<file path="src/rtl/tv_code_sequencer_if.sv">
// Bus between the TV code sequencer, its start/stop source, the code ROM and the IR carrier modulator.
interface tv_code_sequencer_if #(
    parameter int ADDRESS_BITS = 13
);
    logic                    start;
    logic                    stop;
    logic [ADDRESS_BITS-1:0] rom_address;
    logic [7:0]              rom_data;
    logic                    rom_address_overflow;
    logic [7:0]              carrier_div;
    logic                    ir_on;
    logic                    busy;
    logic                    done;
    logic                    table_error;
    logic [15:0]             code_count;

    modport master (
        input  start, stop, rom_data, rom_address_overflow,
        output rom_address, carrier_div, ir_on, busy, done, table_error, code_count
    );

    modport slave (
        output start, stop, rom_data, rom_address_overflow,
        input  rom_address, carrier_div, ir_on, busy, done, table_error, code_count
    );
endinterface

</file>
<file path="src/rtl/tv_code_sequencer.sv">
// Walks the TV power-code ROM and turns each entry into a timed IR on/off envelope.
// Define TV_SEQ_LOOP_EN to repeat sweeps until stop instead of a single sweep.
module tv_code_sequencer #(
    parameter int ROM_SIZE         = 5320,
    parameter int ADDRESS_BITS     = $clog2(ROM_SIZE),
    parameter int TIME_UNIT_CYCLES = 120,
    parameter int GAP_UNITS        = 25000
) (
    input logic clk,
    input logic rst_n,
    tv_code_sequencer_if.master bus
);
    // state    | meaning
    // IDLE     | waiting for start
    // HDR      | fetch carrier divider (0 / overflow = end of table)
    // CNT      | fetch pair count
    // ON       | fetch on duration
    // OFF      | fetch off duration
    // EMIT_ON  | carrier gated on for on_t units
    // EMIT_OFF | carrier gated off for off_t units
    // GAP      | inter-code silence
    // FIN      | done pulse, back to IDLE

    localparam int UNIT_BITS = (TIME_UNIT_CYCLES > 1) ? $clog2(TIME_UNIT_CYCLES) : 1;
    localparam logic [UNIT_BITS-1:0] UNIT_RELOAD = UNIT_BITS'(TIME_UNIT_CYCLES - 1);
    localparam logic [15:0] GAP_RELOAD = 16'(GAP_UNITS - 1);
    localparam logic [ADDRESS_BITS-1:0] ADDR_MAX =
        (ROM_SIZE >= (1 << ADDRESS_BITS)) ? {ADDRESS_BITS{1'b1}} : ADDRESS_BITS'(ROM_SIZE);

    typedef enum logic [3:0] {
        S_IDLE, S_HDR, S_CNT, S_ON, S_OFF, S_EMIT_ON, S_EMIT_OFF, S_GAP, S_FIN
    } state_t;

`ifdef TV_SEQ_LOOP_EN
    localparam state_t EOT_STATE = S_HDR;
`else
    localparam state_t EOT_STATE = S_FIN;
`endif

    state_t                  state, state_next;
    logic [7:0]              on_t, off_t, pairs_left;
    logic [UNIT_BITS-1:0]    unit_cnt;
    logic [15:0]             dur_cnt;
    logic [ADDRESS_BITS-1:0] rom_address;
    logic [7:0]              carrier_div;
    logic                    ir_on, busy, done, table_error;
    logic [15:0]             code_count;

    logic   eot, timer_tc, abort, fetch, timer_load, pair_end, gap_entry, sweep_start;
    logic   ir_on_d, busy_d, done_d;
    logic [15:0] dur_load;
    state_t pair_next;

    assign eot       = (bus.rom_data == 8'h00) || bus.rom_address_overflow;
    assign timer_tc  = (unit_cnt == '0) && (dur_cnt == 16'd0);
    assign pair_next = (pairs_left == 8'd1) ? S_GAP : S_ON;

    always_ff @(posedge clk or negedge rst_n) begin
        if (!rst_n) state <= S_IDLE;
        else        state <= state_next;
    end

    always_comb begin
        state_next = state;
        case (state)
            S_IDLE:     if (bus.start && !bus.stop) state_next = S_HDR;
            S_HDR:      state_next = eot ? EOT_STATE : S_CNT;
            S_CNT: begin
                if (bus.rom_address_overflow)  state_next = S_FIN;
                else if (bus.rom_data == 8'h00) state_next = S_GAP;
                else                            state_next = S_ON;
            end
            S_ON:       state_next = bus.rom_address_overflow ? S_FIN : S_OFF;
            S_OFF: begin
                // zero durations skip their emit state entirely
                if (bus.rom_address_overflow)   state_next = S_FIN;
                else if (on_t != 8'h00)         state_next = S_EMIT_ON;
                else if (bus.rom_data != 8'h00) state_next = S_EMIT_OFF;
                else                            state_next = pair_next;
            end
            S_EMIT_ON:  if (timer_tc) state_next = (off_t != 8'h00) ? S_EMIT_OFF : pair_next;
            S_EMIT_OFF: if (timer_tc) state_next = pair_next;
            S_GAP:      if (timer_tc) state_next = S_HDR;
            S_FIN:      state_next = S_IDLE;
            default:    state_next = S_IDLE;
        endcase
        if (bus.stop && state != S_IDLE) state_next = S_IDLE;
    end

    always_comb begin
        abort       = bus.stop && (state != S_IDLE);
        sweep_start = (state == S_IDLE) && (state_next == S_HDR);
        fetch       = (state inside {S_HDR, S_CNT, S_ON, S_OFF}) && !abort;
        ir_on_d     = (state_next == S_EMIT_ON);
        busy_d      = (state_next != S_IDLE);
        done_d      = (state_next == S_FIN);
`ifdef TV_SEQ_LOOP_EN
        if ((state == S_HDR) && (state_next == S_HDR)) done_d = 1'b1;
`endif
        timer_load  = (state_next != state) && (state_next inside {S_EMIT_ON, S_EMIT_OFF, S_GAP});
        pair_end    = (state inside {S_OFF, S_EMIT_ON, S_EMIT_OFF}) && (state_next inside {S_ON, S_GAP});
        gap_entry   = (state_next == S_GAP) && (state != S_GAP);
        case (state_next)
            S_EMIT_ON:  dur_load = {8'h00, on_t} - 16'd1;
            S_EMIT_OFF: dur_load = {8'h00, (state == S_OFF) ? bus.rom_data : off_t} - 16'd1;
            S_GAP:      dur_load = GAP_RELOAD;
            default:    dur_load = 16'd0;
        endcase
    end

    always_ff @(posedge clk or negedge rst_n) begin
        if (!rst_n) begin
            rom_address <= '0;
            carrier_div <= 8'h00;
            ir_on       <= 1'b0;
            busy        <= 1'b0;
            done        <= 1'b0;
            table_error <= 1'b0;
            code_count  <= 16'd0;
            on_t        <= 8'h00;
            off_t       <= 8'h00;
            pairs_left  <= 8'h00;
            unit_cnt    <= '0;
            dur_cnt     <= 16'd0;
        end else begin
            ir_on <= ir_on_d;
            busy  <= busy_d;
            done  <= done_d;

            if (abort || sweep_start)
                rom_address <= '0;
`ifdef TV_SEQ_LOOP_EN
            else if ((state == S_HDR) && (state_next == S_HDR))
                rom_address <= '0;
`endif
            else if (fetch && rom_address != ADDR_MAX)
                rom_address <= rom_address + ADDRESS_BITS'(1);

            if (sweep_start) begin
                table_error <= 1'b0;
                code_count  <= 16'd0;
            end else if (!abort) begin
                if (state == S_HDR && !eot) carrier_div <= bus.rom_data;
                if (state == S_ON)          on_t        <= bus.rom_data;
                if (state == S_OFF)         off_t       <= bus.rom_data;
                if (state == S_CNT)         pairs_left  <= bus.rom_data;
                else if (pair_end)          pairs_left  <= pairs_left - 8'd1;
                if (gap_entry && code_count != 16'hFFFF)
                    code_count <= code_count + 16'd1;
                if ((state inside {S_CNT, S_ON, S_OFF}) && bus.rom_address_overflow)
                    table_error <= 1'b1;
            end

            if (timer_load) begin
                unit_cnt <= UNIT_RELOAD;
                dur_cnt  <= dur_load;
            end else if (state inside {S_EMIT_ON, S_EMIT_OFF, S_GAP}) begin
                if (unit_cnt == '0) begin
                    unit_cnt <= UNIT_RELOAD;
                    dur_cnt  <= dur_cnt - 16'd1;
                end else begin
                    unit_cnt <= unit_cnt - UNIT_BITS'(1);
                end
            end
        end
    end

    assign bus.rom_address = rom_address;
    assign bus.carrier_div = carrier_div;
    assign bus.ir_on       = ir_on;
    assign bus.busy        = busy;
    assign bus.done        = done;
    assign bus.table_error = table_error;
    assign bus.code_count  = code_count;
endmodule

</file>
<file path="src/flat_wrapper.sv">
// flat-port wrapper written by rule: the top's interface ports become plain ports
module tv_code_sequencer_flat 
#(
    parameter int ROM_SIZE         = 5320,
    parameter int ADDRESS_BITS     = $clog2(ROM_SIZE),
    parameter int TIME_UNIT_CYCLES = 120,
    parameter int GAP_UNITS        = 25000
)
  (clk, rst_n, bus_start, bus_stop, bus_rom_data, bus_rom_address_overflow, bus_rom_address, bus_carrier_div, bus_ir_on, bus_busy, bus_done, bus_table_error, bus_code_count);
  tv_code_sequencer_if #(.ADDRESS_BITS(ADDRESS_BITS)) bus_i ();
  input logic clk;
  input logic rst_n;
  input wire logic [$bits(bus_i.start)-1:0] bus_start;
  input wire logic [$bits(bus_i.stop)-1:0] bus_stop;
  input wire logic [$bits(bus_i.rom_data)-1:0] bus_rom_data;
  input wire logic [$bits(bus_i.rom_address_overflow)-1:0] bus_rom_address_overflow;
  output wire logic [$bits(bus_i.rom_address)-1:0] bus_rom_address;
  output wire logic [$bits(bus_i.carrier_div)-1:0] bus_carrier_div;
  output wire logic [$bits(bus_i.ir_on)-1:0] bus_ir_on;
  output wire logic [$bits(bus_i.busy)-1:0] bus_busy;
  output wire logic [$bits(bus_i.done)-1:0] bus_done;
  output wire logic [$bits(bus_i.table_error)-1:0] bus_table_error;
  output wire logic [$bits(bus_i.code_count)-1:0] bus_code_count;
  assign bus_i.start = bus_start;
  assign bus_i.stop = bus_stop;
  assign bus_i.rom_data = bus_rom_data;
  assign bus_i.rom_address_overflow = bus_rom_address_overflow;
  assign bus_rom_address = bus_i.rom_address;
  assign bus_carrier_div = bus_i.carrier_div;
  assign bus_ir_on = bus_i.ir_on;
  assign bus_busy = bus_i.busy;
  assign bus_done = bus_i.done;
  assign bus_table_error = bus_i.table_error;
  assign bus_code_count = bus_i.code_count;
  tv_code_sequencer #(.ROM_SIZE(ROM_SIZE), .ADDRESS_BITS(ADDRESS_BITS), .TIME_UNIT_CYCLES(TIME_UNIT_CYCLES), .GAP_UNITS(GAP_UNITS)) u_core (.clk(clk), .rst_n(rst_n), .bus(bus_i));
endmodule
</file>
<file path="config.mk">
export PLATFORM = sky130hd
export DESIGN_NAME = tv_code_sequencer_flat
export DESIGN_NICKNAME = d
export VERILOG_FILES = /design/src/rtl/tv_code_sequencer_if.sv /design/src/rtl/tv_code_sequencer.sv /design/src/flat_wrapper.sv
export SDC_FILE = /design/constraint.sdc
export NUM_CORES = 1
export LEC_CHECK = 0
export BUFFER_PORTS_ARGS = -buffer_cell sky130_fd_sc_hd__buf_2
export CAP_MARGIN = 15
export CORE_ASPECT_RATIO = 1.1
export CORE_MARGIN = 3
export CORE_UTILIZATION = 40
export DETAILED_ROUTE_END_ITERATION = 7
export GPL_ROUTABILITY_DRIVEN = 1
export PLACE_DENSITY = 0.67
export SLEW_MARGIN = 30
export SYNTH_ARGS = -nofsm -noshare
export SYNTH_HDL_FRONTEND = slang
export SYNTH_SLANG_ARGS = --single-unit
</file>
<file path="constraint.sdc">
create_clock -name clk -period 5.4 [get_ports clk]
set_clock_uncertainty 0.1 [all_clocks]
set_input_delay 0.54 -clock clk [delete_from_list [all_inputs] [get_ports clk]]
set_output_delay 0.54 -clock clk [all_outputs]
set_load 0.01 [all_outputs]
</file>
# Yosys cells after proc, flatten, opt, wreduce, memory -nomap -nowiden
# Cells that the tools add are included.
# W data, S select, Z words.
[word_totals]
register_bits = 92
in_bits = 13
output_inout_bits = 41
word_cells = 119
[classes]
n_addsub = 7
eq_ne = 19
muxes = 33
bitwise = 2
n_reduce_logical = 45
[ops]
columns = ["op", "count"]
rows = [
  ["$mux W16", 6],
  ["$mux W4", 12],
  ["$pmux W16 S3", 1],
  ["$pmux W4 S8", 1],
  ["$eq A4 B3 Y1 const B", 7],
  ["$mux W13", 2],
  ["$mux W8", 3],
  ["$reduce_bool A8 Y1", 3],
  ["$mux W7", 3],
  ["$sub A8 B1 Y9 const B", 2],
  ["$add A16 B1 Y16 const B", 1],
  ["$logic_not A16 Y1", 1],
  ["$ne A16 B16 Y1 const B", 1],
  ["$sub A16 B1 Y16 const B", 1],
  ["$reduce_bool A2 Y1", 7],
  ["$add A13 B1 Y13 const B", 1],
  ["$ne A13 B13 Y1 const B", 1],
  ["$eq A4 B2 Y1 const B", 3],
  ["$logic_and A1 B1 Y1", 12],
  ["$reduce_bool A3 Y1", 4],
  ["$reduce_bool A4 Y1", 3],
  ["$reduce_and A3 Y1", 3],
  ["$eq A4 B1 Y1 const B", 2],
  ["$eq A8 B1 Y1 const B", 1],
  ["15 further kinds", 25],
]

# Depth between registers and ports, before layout
[depth]
ltp_word = 13
depth_mapped = 12
depth_no_buf = 11

# Least setup slack after synthesis
# No wires, ideal clock.
[synth_timing]
path_kind = "register to register"
from = "reg u_core.state[0]"
to = "reg u_core.dur_cnt[6]"
setup_ns = 0.130
arrival_ns = 2.768
required_time_ns = 5.170
slack_ns = 2.401
stages_incl_launch_ff = 12
n_path_buf = 3
synth_period_minus_slack_ns = 2.999
cell_sequence = "dfrtp_1 > clkbuf_1 > clkbuf_1 > nor3_1 > buf_2 > mux2i_1 > ha_1 > o21ai_0 > o21bai_1 > xor2_1 > a221oi_1 > a21oi_1"
[synth_via]
elab_chain_cells = 8
elab_cells_between_ends = 30
cone_classes = "add/sub (1); eq/ne (11); mux (9); reduce/logical (9)"
[synth_rtl]
columns = ["item", "line", "rtl"]
rows = [
  ["start: declaration", "tv_code_sequencer.sv:40", "state_t state, state_next;"],
  ["start signal: assignment", "tv_code_sequencer.sv:60", "else state <= state_next;"],
  ["branches (longest 8 deep; another with $sub A8 B1 Y9)", "n/a", ""],
  ["end signal: assignment", "tv_code_sequencer.sv:156", "dur_cnt <= dur_load;"],
  ["end signal: assignment", "tv_code_sequencer.sv:160", "dur_cnt <= dur_cnt - 16'd1;"],
  ["end: declaration", "tv_code_sequencer.sv:43", "logic [15:0] dur_cnt;"],
]
# Several ways; the timed one is not identified.
# A chain may end at the register's enable or synchronous reset.

# Worst setup path in the final report
[layout_timing]
from = "reg u_core.on_t[0]"
to = "reg u_core.dur_cnt[11]"
[layout_via]
elab_chain_cells = 10
elab_cells_between_ends = 17
cone_classes = "add/sub (1); eq/ne (4); mux (6); reduce/logical (6)"
[layout_rtl]
columns = ["item", "line", "rtl"]
rows = [
  ["start: declaration", "tv_code_sequencer.sv:41", "logic [7:0] on_t, off_t, pairs_left;"],
  ["start signal: assignment", "tv_code_sequencer.sv:144", "if (state == S_ON) on_t <= bus.rom_data;"],
  ["$reduce_bool A8 Y1 *", "tv_code_sequencer.sv:77", "else if (on_t != 8'h00) state_next = S_EMIT_ON;"],
  ["$mux W4 *", "tv_code_sequencer.sv:77", ""],
  ["$mux W4 *", "tv_code_sequencer.sv:76", "if (bus.rom_address_overflow) state_next = S_FIN;"],
  ["$pmux W4 S8 *", "tv_code_sequencer.sv:65", "case (state)"],
  ["$mux W4 *", "tv_code_sequencer.sv:87", "if (bus.stop && state != S_IDLE) state_next = S_IDLE;"],
  ["via u_core.state_next[0]", "tv_code_sequencer.sv:40", ""],
  ["$eq A4 B3 Y1", "tv_code_sequencer.sv:100, tv_code_sequencer.sv:103", ""],
  ["$reduce_bool A3 Y1", "tv_code_sequencer.sv:100", "timer_load = (state_next != state) && (state_next inside {S_EMIT_ON, S_EMIT_OFF, S_GAP});"],
  ["$logic_and A1 B1 Y1", "tv_code_sequencer.sv:100", ""],
  ["$reduce_bool A2 Y1 (no source line)", "n/a", ""],
  ["$reduce_and A2 Y1 (no source line)", "n/a", ""],
]
# The timed path passes the listed nets; every way through them passes the cells marked *.

==> results.py <==
metrics = {
    "cells_and_area": {
        "nets": 634,
        "final_area_um2": 6020,
        "syn_to_final_growth_pct": 12.2,
        "insertedDiodeCount": 0,
        "drive_above_1_share_pct": 17.8,
    },
    "routing": {
        "drtAntennaViolNets": 0,
        "drt_iter0_markers": 259,
        "post-route-drc-count": 0,
        "wl_um": 13100,
        "routedWlPerCell_um": 17.0,
        "viasPerCell": 5.83,
        "drtPass1Iterations": 5,
        "vias": 4497,
    },
    "clock_network": {
        "clock-sinks": 92,
        "cts_max_path_buffers": 2,
        "post-cts-setup-buffers": 0,
        "cts_hold_buf": 0,
        "worstSkewPairLatency_ns": 0.34,
        "cts_resized": 0,
        "cts_root_buf": "clkbuf_16",
        "cts_tree": "done",
        "clk_pin_slew_worst_paths_ns": 0.06,
        "cts_max_level": 3,
        "numCtsBuffers": 9,
    },
    "yosys": {
        "synth_warnings": 0,
        "syn_avg_cell_area_um2": 9.47,
        "yosysSeqAreaShare_pct": 42.9,
        "synth_cell_types": 67,
        "ys_seq_elements": 92,
        "netlist.area_leader.share_pct": 42.9,
        "syn_area_um2": 5370,
        "synth-async-reset-ratio_pct": 100,
        "synth_most_common_cell": "dfrtp_1",
        "ys.flop_type": "dfrtp_1",
        "synth_edf_count": 0,
        "synth_top_cells_by_count": "92 x dfrtp_1, 52 x nand2_1, 39 x a21oi_1",
        "synth_nets": 590,
        "synthTopCellsByArea": "dfrtp_1 43%, mux2_2 4.2%, xor2_1 4.1%, a21oi_1 3.6%, nand2_1 3.6%",
        "synthCells": 567,
        "yosysTopAreaCell": "dfrtp_1",
    },
    "sta": {
        "tightestPinTransition_ns": 0.837,
        "timing_hold_violations_final": 0,
        "finalSetupViolCount": 0,
        "finalCritPeriodShare_pct": 64.9,
        "slew_viol_final": 0,
        "fin_crit_ns": 3.51,
        "fin_tns_setup_ns": 0,
        "grt_setup_unrepaired": "false",
        "fmax_ghz": 0.285,
        "slew_headroom_pct": 44.0,
    },
    "floorplan": {
        "die-area_um2": 14900,
        "fp.dieW_um": 116,
        "ioPinCount": 54,
        "rows": 43,
        "start_util_pct": 41.8,
        "die_h_um": 128,
        "core_area_um2": 12900,
    },
    "placement": {
        "place_hpwl_um": 9490,
        "place.gp.congestion": 0.891,
        "portBuffers": 53,
        "placed_cell_area_um2": 5750,
    },
    "critical_path": {
        "crit_type": "register to register",
        "crit_chain": "inv_1 -> ha_1 -> or3b_2 -> nor3_2 -> a211oi_2 -> a211oi_2 -> a21oi_4 -> o211ai_4 -> a21oi_1 -> a21oi_1",
        "cp_max_fo": 33,
        "endpoint_kind": "register",
        "path_depth": 10,
        "crit_arrival_ns": 3.66,
        "critPathBufInv": 1,
        "crit_slowest_cell": "o211ai_4",
        "worstPathRequired_ns": 5.56,
        "critPathLaunchType": "register",
        "critPathTopFamily": "compound AO/OA/AOI/OAI gates",
        "rr_worst_depth": 10,
        "critPathMaxStageDelay_ns": 0.72,
    },
    "power": {
        "p_per_area_nw_per_um2": 467,
        "clkPwrFrac_pct": 21.3,
        "combPwrFrac_pct": 39.0,
        "p_seq_share_pct": 39.7,
        "p_leak_uw": 0.00262,
        "switchingPower_uw": 1110,
        "switching_share_pct": 39.3,
        "ir_worst_vdd_mv": 0.287,
        "p_int_uw": 1710,
    },
    "global_route": {
        "grt_pass1_wl_um": 21900,
        "antenna_found_initial": 0,
        "grt_pass1_vias": 4306,
        "grtUsageTotal_pct": 18.3,
        "grt_overflow": 0,
        "grt_max_degree": 60,
    },
    "status": {
        "status": "complete, no violations",
    },
    "run": {
        "drv_cap": 0,
    },
    "min_path": {
        "hold_class": "primary input to async pin",
    },
}
-- layer usage --
metal  vias to the layer above  global-route usage [%]  wire length [um]
met1                      2197                    24.4              5850
met5                         -                       0                 0
li1                       2170                       -                 -
met4                         0                    5.32               251
met2                       108                    29.4              6490
met3                        22                    4.55               526
-- through the flow --
step,utilization (%),hold WS (ns),setup WS [ns],total power [uW],cells
2_1_floorplan,-,0.144,2.40,1910,567
3_3_place_gp,44.7,0.370,2.04,2180,757
3_5_place_dp,44.7,0.382,1.94,2210,757
4_1_cts,46.9,0.0507,1.89,2830,771
5_1_grt,46.9,0.0723,1.61,3020,771
6_report,46.9,0.0427,1.89,2810,771
-- layout make-up --
type | instances | area [um2]
well taps | 157 | 196
fillers | 1207 | 6830
repair buffers | 56 | 290
inverters | 17 | 63.8
flip-flops and latches | 92 | 2300
multi-input cells | 435 | 2900
clock inverters | 3 | 40.0
clock buffers | 11 | 233
-- sequential cells by signal, summed over array words and instances, names as in the netlist, 4 cells and up --
register	cells
u_core.bus.code_count	16
u_core.bus.rom_address	13
u_core.pairs_left	8
u_core.bus.carrier_div	8
u_core.dur_cnt	16
u_core.state	4
u_core.off_t	8
u_core.on_t	8
u_core.unit_cnt	7
-- worst register-to-register path: cells and delay by family (launching register included) --
family | cells | cell delay, ns
AND/OR/NAND/NOR | 2 | 0.87
adder cells (fa/ha/maj) | 1 | 0.17
AO/OA/AOI/OAI | 6 | 1.82
flip-flops | 1 | 0.41
buffers and inverters | 1 | 0.07
-- power by group through the flow --
stage / Sequential [uW] / Clock (uW) / Combinational, uW
3_3_place_gp: 1110 / 0 / 1070
3_5_place_dp: 1130 / 0 / 1090
4_1_cts: 1110 / 615 / 1100
6_report: 1120 / 600 / 1100
2_1_floorplan: 1070 / 0 / 839
5_1_grt: 1150 / 643 / 1220
-- cell usage in the layout, fill, tap and decap left out, types with 19 or more instances in the layout --
cell type	netlist	routed
a21oi_1	39	39
buf_2	5	52
dfrtp_1	92	92
mux2_2	20	20
nand2_1	52	52
nand3_1	21	21
nor2_1	38	38
nor3_1	33	32
o21ai_0	25	25
or3_1	19	19
xor2_1	25	25
-- path summary, 6_finish.rpt --
kind                                                        from                               endpoint  slack, ns
max                                   u_core.on_t[0]$_DFFE_PN0P_         u_core.dur_cnt[11]$_DFFE_PN0P_       1.89
min                                                        rst_n  u_core.bus.carrier_div[3]$_DFFE_PN0P_       0.04
max reg2reg                           u_core.on_t[0]$_DFFE_PN0P_         u_core.dur_cnt[11]$_DFFE_PN0P_       1.89
min reg2reg                u_core.bus.carrier_div[2]$_DFFE_PN0P_  u_core.bus.carrier_div[2]$_DFFE_PN0P_       0.40
max in group asynchronous                                  rst_n   u_core.bus.code_count[4]$_DFFE_PN0P_       4.01
min in group clk           u_core.bus.carrier_div[2]$_DFFE_PN0P_  u_core.bus.carrier_div[2]$_DFFE_PN0P_       0.40
-- cells by family after synthesis --
family / after synthesis / synth area share [%]
buf+inv: 40 / 3.26
flops: 92 / 42.9
xor+xnor: 41 / 6.69
simple gates: 235 / 24.4
mux: 31 / 6.24
compound gates: 118 / 14.3
fa+ha+maj: 10 / 2.33
(Power assumes the default switching activity.)
